$ cat src/rtl/intc_dispatch_controller_if.sv
// Config write port and CPU irq/ack/eoi handshake of the INTC dispatch core.
// The master side is the CPU/bus; the slave side is the controller.
interface intc_dispatch_controller_if #(
  parameter int ADDR_WIDTH = 32
);
  logic [ADDR_WIDTH-1:0] intc_write_address;
  logic [ADDR_WIDTH-1:0] intc_write_data;
  logic                  write_enable;
  logic                  cpu_ack;
  logic                  cpu_eoi;
  logic                  cpu_irq;
  logic [ADDR_WIDTH-1:0] isr_address;
  logic [1:0]            active_id;
  logic                  in_service;
  logic [3:0]            pending;

  modport master (
    output intc_write_address, intc_write_data, write_enable, cpu_ack, cpu_eoi,
    input  cpu_irq, isr_address, active_id, in_service, pending
  );

  modport slave (
    input  intc_write_address, intc_write_data, write_enable, cpu_ack, cpu_eoi,
    output cpu_irq, isr_address, active_id, in_service, pending
  );
endinterface

$ cat src/rtl/intc_dispatch_controller.sv
// INTC dispatch core: edge-detects 4 interrupt lines, masks and arbitrates
// (fixed or round-robin), and hands one interrupt at a time to the CPU via
// an irq/ack/eoi handshake together with the source's ISR vector.
module intc_dispatch_controller #(
  parameter int         ADDR_WIDTH = 32,
  parameter logic [3:0] RESET_MASK = 4'hF
) (
  input  logic                              clk,
  input  logic                              rst_n,
  input  logic [3:0]                        irq_in,
  intc_dispatch_controller_if.slave         bus
);

  localparam logic [1:0] ST_IDLE    = 2'd0;
  localparam logic [1:0] ST_REQ     = 2'd1;
  localparam logic [1:0] ST_SERVICE = 2'd2;

  logic [1:0]            state_q, state_d;
  logic [1:0]            active_id_q, active_id_d;
  logic [ADDR_WIDTH-1:0] isr_addr_q, isr_addr_d;
  logic [3:0]            pending_q, pending_d;
  logic [3:0]            irq_prev_q;
  logic [3:0]            mask_q, mask_d;
  logic                  rr_mode_q, rr_mode_d;
  logic [1:0]            rr_ptr_q, rr_ptr_d;
  logic [ADDR_WIDTH-1:0] isr_table_q [4];
  logic [ADDR_WIDTH-1:0] isr_table_d [4];

  logic [3:0] rise;
  logic [3:0] elig;
  logic [3:0] clr;
  logic       win_valid;
  logic [1:0] winner;
  logic [1:0] arb_base;
  logic [1:0] arb_idx;

  // Address bits outside the decoded field and upper data bits are don't-care.
  logic unused_bits;
  assign unused_bits = ^{bus.intc_write_address[ADDR_WIDTH-1:5],
                         bus.intc_write_address[1:0]};

  // Edge detect and eligibility
  always_comb begin
    rise = irq_in & ~irq_prev_q;
    elig = pending_q & ~mask_q;
  end

  // Arbitration: first eligible source scanning upward from the base, modulo 4
  always_comb begin
    win_valid = 1'b0;
    winner    = '0;
    arb_idx   = '0;
    arb_base  = rr_mode_q ? rr_ptr_q : 2'd0;
    for (int unsigned k = 0; k < 4; k++) begin
      arb_idx = arb_base + 2'(k);
      if (!win_valid && elig[arb_idx]) begin
        win_valid = 1'b1;
        winner    = arb_idx;
      end
    end
  end

  // Dispatch FSM: IDLE -> REQ (irq raised) -> SERVICE (acked) -> IDLE (eoi)
  always_comb begin
    state_d     = state_q;
    active_id_d = active_id_q;
    isr_addr_d  = isr_addr_q;
    rr_ptr_d    = rr_ptr_q;
    clr         = '0;
    case (state_q)
      ST_IDLE: begin
        if (win_valid) begin
          active_id_d = winner;
          isr_addr_d  = isr_table_q[winner];
          state_d     = ST_REQ;
        end
      end
      ST_REQ: begin
        if (bus.cpu_ack) begin
          clr[active_id_q] = 1'b1;
          state_d          = ST_SERVICE;
        end
      end
      ST_SERVICE: begin
        if (bus.cpu_eoi) begin
          rr_ptr_d = active_id_q + 2'd1;
          state_d  = ST_IDLE;
        end
      end
      default: state_d = ST_IDLE;
    endcase
    // A new edge on the bit being acknowledged wins over the clear.
    pending_d = (pending_q & ~clr) | rise;
  end

  // Config register decode
  always_comb begin
    mask_d      = mask_q;
    rr_mode_d   = rr_mode_q;
    isr_table_d = isr_table_q;
    if (bus.write_enable) begin
      if (!bus.intc_write_address[4]) begin
        isr_table_d[bus.intc_write_address[3:2]] = bus.intc_write_data;
      end else if (bus.intc_write_address[3:2] == 2'd0) begin
        mask_d = bus.intc_write_data[3:0];
      end else if (bus.intc_write_address[3:2] == 2'd1) begin
        rr_mode_d = bus.intc_write_data[0];
      end
    end
  end

  // State and register update with synchronous active-low reset
  always_ff @(posedge clk) begin
    if (!rst_n) begin
      state_q     <= ST_IDLE;
      active_id_q <= '0;
      isr_addr_q  <= '0;
      pending_q   <= '0;
      irq_prev_q  <= '0;
      mask_q      <= RESET_MASK;
      rr_mode_q   <= 1'b0;
      rr_ptr_q    <= '0;
      for (int unsigned i = 0; i < 4; i++) begin
        isr_table_q[i] <= '0;
      end
    end else begin
      state_q     <= state_d;
      active_id_q <= active_id_d;
      isr_addr_q  <= isr_addr_d;
      pending_q   <= pending_d;
      irq_prev_q  <= irq_in;
      mask_q      <= mask_d;
      rr_mode_q   <= rr_mode_d;
      rr_ptr_q    <= rr_ptr_d;
      isr_table_q <= isr_table_d;
    end
  end

  assign bus.cpu_irq     = (state_q == ST_REQ);
  assign bus.in_service  = (state_q == ST_SERVICE);
  assign bus.isr_address = isr_addr_q;
  assign bus.active_id   = active_id_q;
  assign bus.pending     = pending_q;

endmodule

$ cat src/flat_wrapper.sv
// flat-port wrapper written by rule: the top's interface ports become plain ports
module intc_dispatch_controller_flat 
#(
  parameter int         ADDR_WIDTH = 32,
  parameter logic [3:0] RESET_MASK = 4'hF
)
  (clk, rst_n, irq_in, bus_intc_write_address, bus_intc_write_data, bus_write_enable, bus_cpu_ack, bus_cpu_eoi, bus_cpu_irq, bus_isr_address, bus_active_id, bus_in_service, bus_pending);
  intc_dispatch_controller_if #(.ADDR_WIDTH(ADDR_WIDTH)) bus_i ();
  input  logic clk;
  input  logic rst_n;
  input  logic [3:0] irq_in;
  input wire logic [$bits(bus_i.intc_write_address)-1:0] bus_intc_write_address;
  input wire logic [$bits(bus_i.intc_write_data)-1:0] bus_intc_write_data;
  input wire logic [$bits(bus_i.write_enable)-1:0] bus_write_enable;
  input wire logic [$bits(bus_i.cpu_ack)-1:0] bus_cpu_ack;
  input wire logic [$bits(bus_i.cpu_eoi)-1:0] bus_cpu_eoi;
  output wire logic [$bits(bus_i.cpu_irq)-1:0] bus_cpu_irq;
  output wire logic [$bits(bus_i.isr_address)-1:0] bus_isr_address;
  output wire logic [$bits(bus_i.active_id)-1:0] bus_active_id;
  output wire logic [$bits(bus_i.in_service)-1:0] bus_in_service;
  output wire logic [$bits(bus_i.pending)-1:0] bus_pending;
  assign bus_i.intc_write_address = bus_intc_write_address;
  assign bus_i.intc_write_data = bus_intc_write_data;
  assign bus_i.write_enable = bus_write_enable;
  assign bus_i.cpu_ack = bus_cpu_ack;
  assign bus_i.cpu_eoi = bus_cpu_eoi;
  assign bus_cpu_irq = bus_i.cpu_irq;
  assign bus_isr_address = bus_i.isr_address;
  assign bus_active_id = bus_i.active_id;
  assign bus_in_service = bus_i.in_service;
  assign bus_pending = bus_i.pending;
  intc_dispatch_controller #(.ADDR_WIDTH(ADDR_WIDTH), .RESET_MASK(RESET_MASK)) u_core (.clk(clk), .rst_n(rst_n), .irq_in(irq_in), .bus(bus_i));
endmodule
$ cat config.mk
export PLATFORM = sky130hd
export DESIGN_NAME = intc_dispatch_controller_flat
export DESIGN_NICKNAME = d
export VERILOG_FILES = /design/src/rtl/intc_dispatch_controller_if.sv /design/src/rtl/intc_dispatch_controller.sv /design/src/flat_wrapper.sv
export SDC_FILE = /design/constraint.sdc
export NUM_CORES = 1
export LEC_CHECK = 0
export CAP_MARGIN = 40
export CORE_MARGIN = 2
export CORE_UTILIZATION = 55
export CTS_CLUSTER_SIZE = 25
export DETAILED_ROUTE_END_ITERATION = 8
export GPL_TIMING_DRIVEN = 0
export PLACE_DENSITY = 0.8
export SYNTH_ARGS = -nofsm -noshare
export SYNTH_HDL_FRONTEND = slang
export SYNTH_SLANG_ARGS = --single-unit
$ cat constraint.sdc
create_clock -name clk -period 1.9 [get_ports clk]
set_input_delay 0.38 -clock clk [delete_from_list [all_inputs] [get_ports clk]]
set_output_delay 0.38 -clock clk [all_outputs]
set_load 0.1 [all_outputs]
* After elaboration in Yosys (flattened, before gate mapping) *
Index checks and enable logic that the tools add are counted.
Widths: inputs -> output; s select.

operators by class
  $lt $le $gt $ge = 9
  muxes and demuxes = 31
  eq/ne operators = 6
  $add $sub $neg = 4
  bitwise gates (word level) = 11
  reductions and logical operators = 16

operators with widths
  kind                 number
  $bwmux 128           1
  $mux 32              3
  $bmux 32 s2          1
  $demux 32 s2         1
  $mux 2               8
  $lt 2x3->1 const B   5
  $and 4x4->4          3
  $not 4->4            3
  $mux 1               9
  $bmux 1 s2           4
  $mux 4               2
  $ge 3x3->1 const B   2
  $not 2->3            2
  $pmux 2 s3           1
  $reduce_and 2->1     3
  $reduce_and 3->1     2
  $logic_and 1x1->1    5
  $add 2x1->2 const B  2
  $add 2x2->2 const B  2
  $eq 2x1->1 const B   2
  $logic_not 2->1      2
  $ne 2x2->1 const B   2
  $or 4x4->4           1
  $reduce_and 4->1     1
  other kinds (7)      10

storage, ports and cells
  output and inout port bits = 40
  word-level logic and storage cells = 89
  bits of input ports = 73
  flip-flop bits (word level) = 179

* Depth between registers and ports, before layout *
  depth after elaboration = 18
  gate-level depth with buffers = 7
  gate-level depth less buffers = 5

* Worst setup path after synthesis *
No wires, ideal clock.

  path kind = register to register
  from = register u_core.state_q[0]
  to = register u_core.pending_q[2], in the netlist u_core.bus.pending[2]
  slack = -0.545 ns
  data required time = 1.772 ns
  period minus slack after synthesis = 2.445 ns
  path buffers = 0
  library setup time = 0.128 ns
  stages on the path, launching flop included = 6
  arrival = 2.317 ns
  path through = dfxtp_1 nor2b_1 and2_1 nand2_1 a21oi_1 nor2_1

on the way
  word-level cells in the longest chain between the ends = 5

RTL lines
  element                 RTL line                         source
  start, declared         intc_dispatch_controller.sv:18   logic [1:0] state_q, state_d;
  start signal, assigned  intc_dispatch_controller.sv:127  state_q <= state_d;
  $eq 2x1->1              -
  named net bus_cpu_irq   flat_wrapper.sv:17               output wire logic [$bits(bus_i.cpu_irq)-1:0] bus_cpu_irq;
  $mux 4                  intc_dispatch_controller.sv:70   case (state_q)
  $not 4->4               intc_dispatch_controller.sv:93   pending_d = (pending_q & ~clr) | rise;
  $and 4x4->4             intc_dispatch_controller.sv:93
  $or 4x4->4              intc_dispatch_controller.sv:93
  end signal, assigned    intc_dispatch_controller.sv:130  pending_q <= pending_d;
  end, declared           intc_dispatch_controller.sv:21   logic [3:0] pending_q, pending_d;

The timed path passes the listed nets, and every way through them passes these cells.
A chain may end at the register's enable or synchronous reset.

* Worst setup path after layout *
  from = register u_core.mask_q[0]
  to = register u_core.isr_addr_q[18], in the netlist u_core.bus.isr_address[18]

on the way
  word-level cells in the longest chain between the ends = 18
  elaborated cells between the ends (all ways) = 29
  classes of those cells = mux (19); bitwise (3); reduce/logical (7)

RTL lines
  element                                      RTL line                         source
  start, declared                              intc_dispatch_controller.sv:23   logic [3:0] mask_q, mask_d;
  start signal, assigned                       intc_dispatch_controller.sv:132  mask_q <= mask_d;
  $not 4->4 *                                  intc_dispatch_controller.sv:45   elig = pending_q & ~mask_q;
  $and 4x4->4 *                                intc_dispatch_controller.sv:45
  $bmux 1 s2                                   intc_dispatch_controller.sv:56   if (!win_valid && elig[arb_idx]) begin
  $mux 1 (implied by the code)                 intc_dispatch_controller.sv:56
  $mux 1                                       intc_dispatch_controller.sv:56
  $logic_not 1->1                              intc_dispatch_controller.sv:56
  $logic_and 1x1->1                            intc_dispatch_controller.sv:56
  $mux 1                                       intc_dispatch_controller.sv:56
  $logic_not 1->1                              intc_dispatch_controller.sv:56
  $logic_and 1x1->1                            intc_dispatch_controller.sv:56
  $mux 1                                       intc_dispatch_controller.sv:56
  $logic_not 1->1                              intc_dispatch_controller.sv:56
  $logic_and 1x1->1                            intc_dispatch_controller.sv:56
  $mux 2                                       intc_dispatch_controller.sv:56
  $not 2->3 (implied by the code)              intc_dispatch_controller.sv:74   isr_addr_d = isr_table_q[winner];
  $bmux 32 s2                                  intc_dispatch_controller.sv:74
  $mux 32 (implied by the code) (2 in series)  intc_dispatch_controller.sv:74
  end signal, assigned                         intc_dispatch_controller.sv:129  isr_addr_q <= isr_addr_d;
  end, declared                                intc_dispatch_controller.sv:20   logic [ADDR_WIDTH-1:0] isr_addr_q, isr_addr_d;

Mark *: on every way between the ends. The rest lies on a longest branch, timed or not. The select of a mux whose other input is x is not followed.

==> results.md <==
* Worst R2R Setup Slack at -0.06 ns
* Hold_sp: rst_n
* 1st-iter DRT viols at ~700
* Hold Path Depth at 2
* Hold_buf cts at 0
* Synth top area share at between 40% and 50%
* IO Pins at between 100 and 150
* Num CTS Buffers at 17
* Arr. time, crit path at ~2.3 ns
* I/O Buffers at 80
* Setup slack after layout at -0.0595 ns
* Ys async rst share at 0%
* Initial antenna violation count at 0
* Row count at 44
* Ys flop type: dfxtp_1
* Yosys warns at 0
* Number of synthesized flops with an enable pin at 0
* Clk_skew at 0.00758 ns
* Final worst path period share at 103%
* Nets at around 1200
* CP max FO at 10
* Top Family by Delay on Critical Path: buffers and inverters
* WP data required at 2.20 ns
* R2R depth at 7
* Largest net degree at the start of global routing at 17
* Final Util at around three quarters
* Netlist cell types at 55
* TritonRoute pass-1 iters at 5
* RSZ-0062 raised after global routing: yes
* Worst Path Buf+Inv at 2
* Worst path slowest cell: dfxtp_2
* Worst Tran Pin Value at about 0.72 ns
* GPL Wtd Cong at 0.903
* Register bit total from synthesis at about 180
* Final Setup Violations at 1
* Met1 usage at 38.4%
* Die Area at around 0.016 mm^2
* Root Driver: clkbuf_16
* Post-synth top area cell: dfxtp_1
* Register area share after synthesis at between 40% and 50%
* Die Width at about 130 um
* Synth Cell Area at around 0.0081 mm^2
* Max-capacitance violation count at 0
* Worst-path clk slew at 0.06 ns
* Routed length per instance at 18.3 um
* Global Route met3 Usage at just over 5%
* H-tree levels at 4
* Peak supply drop at roughly 0.59 mV
* TritonCTS clock tree: done
* Crit Path Category: flip-flop to flip-flop
* Clk sinks at approximately 180
* Slowest stage delay, CP at roughly 0.36 ns
* Hold EP: u_core.mask_q[1]
* Avg Inst Size Synth at ~8.2 um^2
* Max Slew Vio Count at 0
* Fmax at between 500 and 600 MHz
* Min cycle time layout at just under 2 ns
* CP Launch Type: flip-flop
* Status: finished with violations
* Rel. slew slack at 51.6%
* Reg2Reg Launch Point: u_core.mask_q[0]
* CP most frequent cell: clkbuf_4
* Commonest cells after routing, fill and taps aside: nand2_1, dfxtp_1, a21oi_1, clkdlybuf4s50_1, buf_12
* Crit path capture type: flip-flop
* P per Cell Area at between 700 and 800 mW/mm^2
* Grt peak-use layer: met2
* Commonest non-fill, non-tap cell in the layout: nand2_1
* Hold Path Class: input pin to flip-flop
* Leak at slightly below 4 nW
* Core area at roughly 0.014 mm^2
* Max clock buf depth at 2
* Mapped Nets at between 1000 and 1500
* Total GRT Usage at between 20% and 30%
* Cells along the critical path: and2b_2 -> nand3_1 -> clkbuf_4 -> clkbuf_4 -> a31oi_4 -> o221ai_2 -> o311ai_1
* P&R area growth vs syn at 34.5%
* Fillers at between 1000 and 1500
* Clk Latency, worst-skew pair at between 0.4 and 0.5 ns
* Vias in the first global route at around 7000
* Worst r2r dst: u_core.bus.isr_address[18]
* Count of final hold-check violations at 0
* Pre-CTS WS at -0.614 ns
* Synth Instances at slightly below 1000
* Grt total ovfl at 0
* Routed vias/inst at a little under 6
* Share of layout cells above drive strength 1 at a little under a fifth
* DRC at 0
* N_diodes at 0
* Final wirelength at about 24000 um
* Met2 usage at a little under half
* Dpl hpwl at 15300 um
* Starting density of the core at ~56%
* Die height at roughly 130 um
* First-pass GRT wire length at 36400 um
* Via count at between 7000 and 8000
* Post-DRT Antenna Nets at 0
* Area contributors post-synth: dfxtp_1, nand2_1, a21oi_1
* Failing checks: negative setup slack
## kinds of logic (layout without fill, tap and decap cells)
family	count (synthesis)	after routing	synth area share, %
flops	179	179	44.3
fa+ha+maj	4	4	0.619
compound gates	247	247	20.8
simple gates	390	390	21.8
buf+inv	125	274	7.85
mux	36	36	4.46
xor+xnor	1	1	0.108
## layer usage
layer | vias up | share of wire (%)
met1 | 3735 | 42
met4 | 0 | 2.5
met3 | 49 | 6.4
met5 | - | 0
met2 | 322 | 49
li1 | 3683 | -
## stage by stage
stage                     setup TNS [ns]  std cells  power [mW]  hold slack, ns  cell area [um^2]
after floorplan                        0        982        4.28           0.432              8100
after global placement            -47.42       1246        4.52           0.437              9140
after detailed placement          -52.34       1286        4.56           0.443              9740
after CTS                        -0.0346       1312        7.90           0.167             10500
after global routing              -0.849       1315        8.16           0.184             10900
final                            -0.0595       1315        7.95           0.178             10900
## where the power goes
group | leakage [nW] | internal [mW] | total [mW] | switching (mW)
registers | 1.45 | 3.82 | 3.87 | 0.0478
clock network | 0.269 | 2.00 | 3.42 | 1.42
logic | 2.15 | 0.250 | 0.663 | 0.413
total | 3.87 | 6.07 | 7.95 | 1.88
## synthesized netlist by cell type, drive strengths merged, types with 2 or more instances
master and n:
nand2b 6, and2 7, a21oi 138, or3 2, o21ai 2, dlymetal6s2s 2
buf 27, inv 35, ha 4, nand2 307, dfxtp 179, mux2i 36
nor2 14, o221ai 32, and3 2, and4 32, and2b 3, o311ai 32
nand3 5, a31oi 34, nor3 2, clkbuf 59, nor2b 8
## cell type report
class / instances / area [um^2] / share of cell area [%]
Buffer: 89 / 609 / 5.60
Multi-Input combinational cell: 678 / 4140 / 38.1
Clock buffer: 25 / 517 / 4.75
Sequential cell: 179 / 3610 / 33.2
Timing Repair Buffer: 121 / 1590 / 14.6
Inverter: 36 / 135 / 1.24
Clock inverter: 3 / 45.0 / 0.414
Tap cell: 184 / 230 / 2.12
## flip-flops by register name (all words and copies together) (netlist names)
signal                  flops
u_core.irq_prev_q           4
u_core.mask_q               4
u_core.isr_table_q        128
u_core.bus.isr_address     32
u_core.bus.pending          4
u_core.bus.active_id        2
u_core.state_q              2
u_core.rr_ptr_q             2
u_core.rr_mode_q            1
## worst max path at each step
stage	from	end	slack [ns]	depth (start not counted)
2_1_floorplan	u_core.state_q[0]	u_core.bus.pending[0]	0.03	5
3_3_place_gp	bus_intc_write_address[4]	u_core.isr_table_q[99]	-0.60	6
3_5_place_dp	bus_intc_write_address[4]	u_core.isr_table_q[126]	-0.61	6
4_1_cts	u_core.mask_q[0]	u_core.bus.isr_address[26]	-0.03	6
5_1_grt	u_core.mask_q[0]	u_core.bus.isr_address[18]	-0.09	7
6_report	u_core.mask_q[0]	u_core.bus.isr_address[18]	-0.06	7
## what timing repair did
action | 4_1_cts | 5_1_grt
endpoints found under the setup margin | 88 | 164
cloned | 0 | 1
pin swaps | 1 | 19
gates resized for setup | 59 | 125
buffers inserted | 6 | 3
No activity file was read; power rests on OpenSTA's default activity.
